--- config.mk ---
export PLATFORM = sky130hd
export DESIGN_NAME = cu_seq_gen2
export DESIGN_NICKNAME = d
export VERILOG_FILES = /design/src/rtl/cu_seq_gen2_pkg.sv /design/src/rtl/cu_seq_gen2_fifo.sv /design/src/rtl/cu_seq_gen2.sv
export SDC_FILE = /design/constraint.sdc
export NUM_CORES = 1
export LEC_CHECK = 0
export ABC_AREA = 1
export CORE_UTILIZATION = 55
export DETAILED_ROUTE_END_ITERATION = 6
export PLACE_DENSITY_LB_ADDON = 0.3
export REMOVE_ABC_BUFFERS = 1
export SYNTH_ARGS = -nofsm -noshare
export SYNTH_HDL_FRONTEND = slang
export SYNTH_SLANG_ARGS = --single-unit
--- constraint.sdc ---
create_clock -name clk -period 5.2 [get_ports clk]
set_input_delay 0.78 -clock clk [delete_from_list [all_inputs] [get_ports clk]]
set_output_delay 0.78 -clock clk [all_outputs]
set_load 0.005 [all_outputs]
--- src/rtl/cu_seq_gen2_pkg.sv ---
// cu_seq_gen2 shared definitions: one-hot state encoding, opcode classes,
// and the opcode-to-class decoder.
package cu_seq_pkg;

  localparam int S_IDLE   = 0;
  localparam int S_FETCH  = 1;
  localparam int S_DECODE = 2;
  localparam int S_EXEC   = 3;
  localparam int S_MEM    = 4;
  localparam int S_WB     = 5;
  localparam int S_HALT   = 6;
  localparam int S_IRQ    = 7;

  typedef enum logic [7:0] {
    ST_IDLE   = 8'h01,
    ST_FETCH  = 8'h02,
    ST_DECODE = 8'h04,
    ST_EXEC   = 8'h08,
    ST_MEM    = 8'h10,
    ST_WB     = 8'h20,
    ST_HALT   = 8'h40,
    ST_IRQ    = 8'h80
  } state_t;

  typedef enum logic [2:0] {
    CLS_HALT = 3'd0,
    CLS_NOP  = 3'd1,
    CLS_ALU  = 3'd2,
    CLS_MEM  = 3'd3,
    CLS_STK  = 3'd4
  } cls_t;

  // Takes the top three opcode bits; spare codes fall back to ALU.
  function automatic cls_t op_class(input logic [2:0] hi);
    cls_t c;
    unique case (hi)
      3'd0:    c = CLS_HALT;
      3'd1:    c = CLS_NOP;
      3'd3:    c = CLS_MEM;
      3'd4:    c = CLS_STK;
      default: c = CLS_ALU;
    endcase
    return c;
  endfunction

endpackage

--- src/rtl/cu_seq_gen2_fifo.sv ---
// cu_prefetch_fifo: circular opcode prefetch queue with flush.
// Flush wins over push and pop; a push while full is dropped.
module cu_prefetch_fifo #(
  parameter int OPW   = 6,
  parameter int DEPTH = 4
) (
  input  logic                     clk,
  input  logic                     rst_b,
  input  logic                     push,
  input  logic                     pop,
  input  logic                     flush,
  input  logic [OPW-1:0]           din,
  output logic [OPW-1:0]           dout,
  output logic [$clog2(DEPTH):0]   count,
  output logic                     full,
  output logic                     empty
);

  localparam int AW = $clog2(DEPTH);
  localparam int CW = AW + 1;

  logic [OPW-1:0] mem [DEPTH];
  logic [AW-1:0]  rp;
  logic [AW-1:0]  wp;
  logic           do_push;
  logic           do_pop;

  assign full    = (count == CW'(DEPTH));
  assign empty   = (count == '0);
  assign do_push = push & ~full & ~flush;
  assign do_pop  = pop & ~empty & ~flush;
  assign dout    = mem[rp];

  always_ff @(posedge clk or negedge rst_b) begin
    if (!rst_b) begin
      rp    <= '0;
      wp    <= '0;
      count <= '0;
    end else if (flush) begin
      rp    <= '0;
      wp    <= '0;
      count <= '0;
    end else begin
      if (do_push) wp <= wp + 1'b1;
      if (do_pop)  rp <= rp + 1'b1;
      count <= count + CW'(do_push) - CW'(do_pop);
    end
  end

  always_ff @(posedge clk) begin
    if (do_push) mem[wp] <= din;
  end

endmodule

--- src/rtl/cu_seq_gen2.sv ---
// cu_seq_gen2: prefetching one-hot control sequencer with execute watchdog.
// Interrupt entry state is built only when CU_SEQ_IRQ_EN is defined.
module cu_seq_gen2
  import cu_seq_pkg::*;
#(
  parameter int OPW   = 6,
  parameter int DEPTH = 4,
  parameter int TMO   = 255
) (
  input  logic                   clk,
  input  logic                   rst_b,
  input  logic                   li,
  input  logic [OPW-1:0]         opcode,
  output logic                   li_rdy,
  input  logic                   flush,
  input  logic                   ex,
  input  logic                   mem_done,
  input  logic                   irq,
  output logic                   irq_ack,
  output logic [OPW-1:0]         op_q,
  output logic [2:0]             cls,
  output logic                   exec_en,
  output logic                   mem_en,
  output logic                   wb_en,
  output logic [$clog2(DEPTH):0] count,
  output logic                   hlt,
  output logic                   err,
  output logic [7:0]             state
);

  state_t         st;
  cls_t           cur;
  logic [15:0]    tcnt;
  logic [OPW-1:0] head;
  logic           full;
  logic           empty;
  logic           q_flush;
  logic           pop;

  assign cur     = op_class(op_q[OPW-1 -: 3]);
  assign cls     = cur;
  assign state   = st;
  assign exec_en = st[S_EXEC];
  assign mem_en  = st[S_MEM];
  assign wb_en   = st[S_WB];
  assign hlt     = st[S_HALT];
  assign li_rdy  = ~full;

`ifdef CU_SEQ_IRQ_EN
  assign irq_ack = st[S_IRQ];
  assign q_flush = flush | st[S_IRQ];
`else
  logic irq_unused;
  assign irq_unused = irq;
  assign irq_ack    = 1'b0;
  assign q_flush    = flush;
`endif

  // A flush in the same cycle cancels the pop, so FETCH simply waits.
  assign pop = st[S_FETCH] & ~empty & ~q_flush;

  cu_prefetch_fifo #(
    .OPW   (OPW),
    .DEPTH (DEPTH)
  ) u_fifo (
    .clk   (clk),
    .rst_b (rst_b),
    .push  (li),
    .pop   (pop),
    .flush (q_flush),
    .din   (opcode),
    .dout  (head),
    .count (count),
    .full  (full),
    .empty (empty)
  );

  always_ff @(posedge clk or negedge rst_b) begin
    if (!rst_b) begin
      st   <= ST_IDLE;
      op_q <= '0;
      tcnt <= '0;
      err  <= 1'b0;
    end else begin
      unique case (1'b1)
        st[S_IDLE]: st <= ST_FETCH;
        st[S_FETCH]: begin
          if (pop) begin
            op_q <= head;
            st   <= ST_DECODE;
          end
        end
        st[S_DECODE]: begin
          unique case (cur)
            CLS_HALT: st <= ST_HALT;
            CLS_NOP:  st <= ST_FETCH;
            CLS_STK:  st <= ST_MEM;
            default: begin
              tcnt <= '0;
              st   <= ST_EXEC;
            end
          endcase
        end
        st[S_EXEC]: begin
          if (ex) begin
            st <= (cur == CLS_MEM) ? ST_MEM : ST_WB;
          end else if (tcnt == 16'(TMO - 1)) begin
            err <= 1'b1;
            st  <= ST_HALT;
          end else begin
            tcnt <= tcnt + 16'd1;
          end
        end
        st[S_MEM]: begin
          if (mem_done) st <= ST_WB;
        end
        st[S_WB]: begin
`ifdef CU_SEQ_IRQ_EN
          st <= irq ? ST_IRQ : ST_FETCH;
`else
          st <= ST_FETCH;
`endif
        end
        st[S_HALT]: st <= ST_HALT;
        st[S_IRQ]:  st <= ST_FETCH;
        default:    st <= ST_IDLE;
      endcase
    end
  end

endmodule

Word level (Yosys, flattened, before mapping)
Memories as Yosys holds them, arrays and structs flattened. A register that Yosys moved wholly into a read port is not among the register bits.
Cells that the tools add are included.

word-level totals
  register bits after elaboration = 32
  memories kept = 1
  memory bits (writable) = 24
  input port bits = 13
  bits in latches = 0
  output and inout bits = 27
  logic and storage cells = 64
  ROM bits = 0

memory list
  memory      depth  width  read ports  clocked after Yosys merged registers in  write ports  line                    RTL
  u_fifo.mem  4      6      1           1                                        1            cu_seq_gen2_fifo.sv:22  logic [OPW-1:0] mem [DEPTH];

cells by class
  $lt $le $gt $ge = 0
  reductions and logical operators = 12
  mux-type cells = 19
  $add $sub $neg = 5
  div/mod/pow operators = 0
  multiply operators = 0
  bitwise gates (word level) = 10
  equal/unequal tests = 11
  shifts and indexed selects = 0

operators by type and width
  operator               number
  $mux 16                3
  $pmux 8 s6             1
  $pmux 16 s2            1
  $pmux 7 s3             1
  $add 16x1->16 const B  1
  $eq 16x8->1 const B    1
  $mux 7                 2
  $mux 6                 2
  $pmux 3 s4             1
  $eq 3x3->1 const B     3
  $logic_not 3->1        3
  $mux 2                 4
  $and 1x1->1            6
  $eq 3x1->1 const B     2
  $eq 3x2->1 const B     2
  $mux 3                 2
  $ne 2x2->1 const B     3
  $reduce_bool 2->1      3
  $reduce_or 3->1        2
  $add 2x1->2 const B    2
  $not 1->1              4
  $reduce_and 4->1       1
  $add 3x1->3            1
  $reduce_and 3->1       1
  other kinds (4)        5

Logic depth before layout (Yosys ltp)
  depth after elaboration = 8
  gate-level depth with buffers = 12

By module
From an unflattened synthesis, not the netlist that was laid out.

second synthesis, totals
  cells, all modules = 349
  area, all modules = 3084.2 µm²

modules (own cells, without submodules)
  module            cells an instance  times used  sequential area each (µm²)  area each (µm²)
  cu_seq_gen2       230                1           752.0                       1710.4
  cu_prefetch_fifo  119                1           895.9                       1373.8

Worst setup path before layout
Ideal clock, no wire load.

  path type = input to register
  start point = in flush
  end point = reg u_fifo.count[2]
  stages on the path = 9
  library setup time = 0.118 ns
  data required time = 5.082 ns
  path slack = 2.981 ns
  arrival time = 2.101 ns
  path through = nor2_1 buf_2 ha_1 inv_1 ha_1 inv_1 fa_1 xor2_1 nor2_1

on the way
  cells in the longest elaborated chain, start to end = 6
  elaborated cells on any way between the ends = 8
  classes of those cells = add/sub: 2; mux: 1; bitwise: 5

ends and longest elaborated chain
  what                                                 line                    RTL
  from (decl)                                          cu_seq_gen2.sv:15       input logic flush,
  branches (longest 5 deep; another with $add 3x1->3)  --
  $mux 3 *                                             cu_seq_gen2_fifo.sv:39  end else if (flush) begin
  to (signal assigned)                                 cu_seq_gen2_fifo.sv:46  count <= count + CW'(do_push) - CW'(do_pop);
  to (decl)                                            cu_seq_gen2_fifo.sv:14  output logic [$clog2(DEPTH):0] count,

Mark *: on every way between the ends.
A chain may end at the register's enable or synchronous reset.

Worst setup path after layout
Same ends and word-level chain as after synthesis.

==> reports/results.tsv <==
metric	value	unit
Period minus WS final	2.972	ns
Tot GR Track Use	22.80	%
worst-path cell chain	clkdlybuf4s50_1, nor2_1, ha_1, inv_1, ha_1, inv_1, fa_1, xor2_1, nor2_1	
Lkg Pwr	1.500	nW
area share of the largest cell type after synthesis	29.19	%
FMAX	336.5	MHz
final setup vio count	0	
CTS Sinks	61	
Post-CTS Setup Inserts	0	
1st-pass router iterations	4	
Final nets	397	
final core occ	68.87	%
CP startpoint kind	input port	
Synth area leader	dfrtp_1	
max-cap violations	0	
Synth Flop Type	dfrtp_1	
Synth async-reset ratio	60.66	%
clk buf depth	2	
initial antenna violation count	0	
fin crit share	57.15	%
HP Start	state[6]	
Initial Util	58.57	%
outcome	finished clean	
Final Non-Filler Cells	450	
Starting DRT DRC Count	181	
IO buf count	36	
DR vias	2372	
Synth area leaders	dfrtp_1, edfxtp_1, nand2_1	
PD cells	430.2	mW/mm^2
Post-Synth XOR/XNOR Area	2.554	%
Post-Synth Adder-Cell Area	3.891	%
CTS tree	built	
R2R Path End	u_fifo.count[2]	
layout cells sized above 1	8.421	%
Hold/Removal Path Class	reg2reg	
Buf/Inv on CP	3	
area of the core	0.005270	mm^2
Syn-to-layout area delta	17.59	%
Max Clock Skew	0.01090	ns
cts hold-fix bufs	0	
Crit. End Element	flip-flop	
RSZ-0062 raised after global routing	no	
H-Tree Depth	3	
DRC	0	
Post-Synthesis Cells	340	
Inst Count DP	434	
post-synthesis simple-gate area fraction	21.16	%
Worst slew margin	43.81	%
Slew @ Worst Pin	0.8429	ns
post-synthesis instance area	0.003087	mm^2
detailed placer's ending HPWL	4242	um
TritonCTS buffer count	9	
r2r setup slk	2.54	ns
Crit path arrival time	3.19	ns
routed len/inst	13.57	um
Placer Congestion	0.8484	
Resized Gates After CTS	0	
Peak VDD IR	333.1	uV
Hold EP	state[0]	
most numerous cell in the Yosys netlist	nand2_1	
Die Y	76.92	um
Post-Route WL	6106	um
synth warn	0	
Post-DRT Antenna Nets	0	
mux share of post-synthesis cell area	1.094	%
Largest delay share family, worst path	adder cells	
Netlist cell types	37	
sequential area share after synthesis	53.38	%
die area	0.005916	mm^2
Die X	76.92	um
pin count of the biggest net entering global routing	38	
FF+latch count, synth	61	
Worst EP required	5.41	ns
vias per cell	5.271	
Reg area	0.001648	mm^2
Inserted Diodes	0	
reg2reg start	u_fifo.count[1]	
Root Driver	clkbuf_8	
slowest stage cell, crit path	nor2_1	
Fin Setup TNS	0	ns
Compound-Gate Fraction of Synth Area	9.323	%
vias in the first global route	2279	
hold path depth	1	
Max FO, Critical Path	11	
area of the multi-input gates	0.001181	mm^2
first-pass GRT wire length	10450	um
EDFF count, synth	24	
floorplan row count	26	
Reg clk slew, reported paths	0.07	ns
total congestion overflow	0	
Slew Viols, Final	0	
Hold Fails Final Rpt	0	
Ports	40	
Synth Area per Inst	9.079	um^2
top post-synthesis cells by count	nand2_1, nor2_1, inv_1, dfrtp_1	
beginning of the critical path	flush	
Skew-Pair Late Insertion Delay	0.34	ns
R2R depth	11	
kind of critical path	in2reg	
largest family of logic cells by synthesized area	simple AND/OR/NAND/NOR gates	
Max stage delay on crit path	0.70	ns
FILL cells	430	
[worst max-delay path by stage]
stage | slack, ns | depth (start not counted) | end
floorplan | 2.81 | 8 | u_fifo.count[2]
global placement | 1.87 | 9 | u_fifo.count[2]
detailed placement | 1.90 | 9 | u_fifo.count[2]
CTS | 2.26 | 9 | u_fifo.count[2]
global route | 2.01 | 9 | u_fifo.count[2]
finish | 2.23 | 9 | u_fifo.count[2]
[report_power, final]
part	switching, W	internal [W]	total, W	leakage, nW
Sequential	0.0000860	0.000570	0.000656	0.702
Combinational	0.000257	0.000220	0.000477	0.701
Clock	0.000202	0.000227	0.000428	0.0968
[routing by layer]
layer,GRT usage (%),part of all wire (%),vias to the layer above
met5,0,0,-
met3,4.762,3.9,7
met2,35.00,46,60
met4,8.846,1.3,0
met1,31.72,49,1120
li1,-,-,1185
[final cells by class]
type	count	share of cell area, %
inverter	41	4.240
clock buffer	9	3.413
sequential	61	45.40
timing repair buffer	36	9.790
tap	70	2.413
multi-input combinational	226	32.54
clock inverter	7	2.206
[cells in the final DEF, fill, tap and decap left out, drive strengths merged]
cell / Yosys / final
bufinv: 0 / 1
nor4: 2 / 2
nor2: 49 / 49
xnor2: 1 / 1
xor2: 8 / 8
a21oi: 3 / 3
dfstp: 1 / 1
clkdlybuf4s50: 0 / 35
nand3b: 1 / 1
inv: 41 / 44
dfrtp: 36 / 36
clkinvlp: 0 / 2
o22ai: 6 / 6
mux2: 3 / 3
o221ai: 1 / 1
nor3: 2 / 2
conb: 1 / 2
fa: 1 / 1
edfxtp: 24 / 24
ha: 8 / 8
o21bai: 1 / 1
o21ai: 36 / 36
nand4: 7 / 7
a41oi: 1 / 1
clkbuf: 3 / 9
o211ai: 1 / 1
clkinv: 0 / 1
or2: 1 / 1
nand2: 69 / 69
nand3: 23 / 23
buf: 10 / 1
[cell families (layout without fill, tap and decap cells)]
kind of cell	Yosys count	after routing
simple gates	154	154
flops	61	61
buf+inv	54	93
compound gates	49	49
fa+ha+maj	9	9
xor+xnor	9	9
mux	3	3
other cells	1	2
[stage by stage]
stage | total power (W) | setup slack (ns) | hold WS (ns) | instance area, um^2
6_report | 0.001561 | 2.228 | 0.4740 | 3630
5_1_grt | 0.001662 | 2.012 | 0.4904 | 3630
4_1_cts | 0.001573 | 2.261 | 0.4802 | 3630
3_5_place_dp | 0.001141 | 1.896 | 0.4693 | 3426
3_3_place_gp | 0.001127 | 1.874 | 0.4470 | 3426
2_1_floorplan | 0.0009035 | 2.809 | 0.4579 | 2983
[flip-flops by register name, indices dropped and copies added (netlist names)]
register	count
err	1
op_q	6
state	7
tcnt	16
u_fifo.count	3
u_fifo.mem	24
u_fifo.rp	2
u_fifo.wp	2
Power figures use the tool's default switching activity.
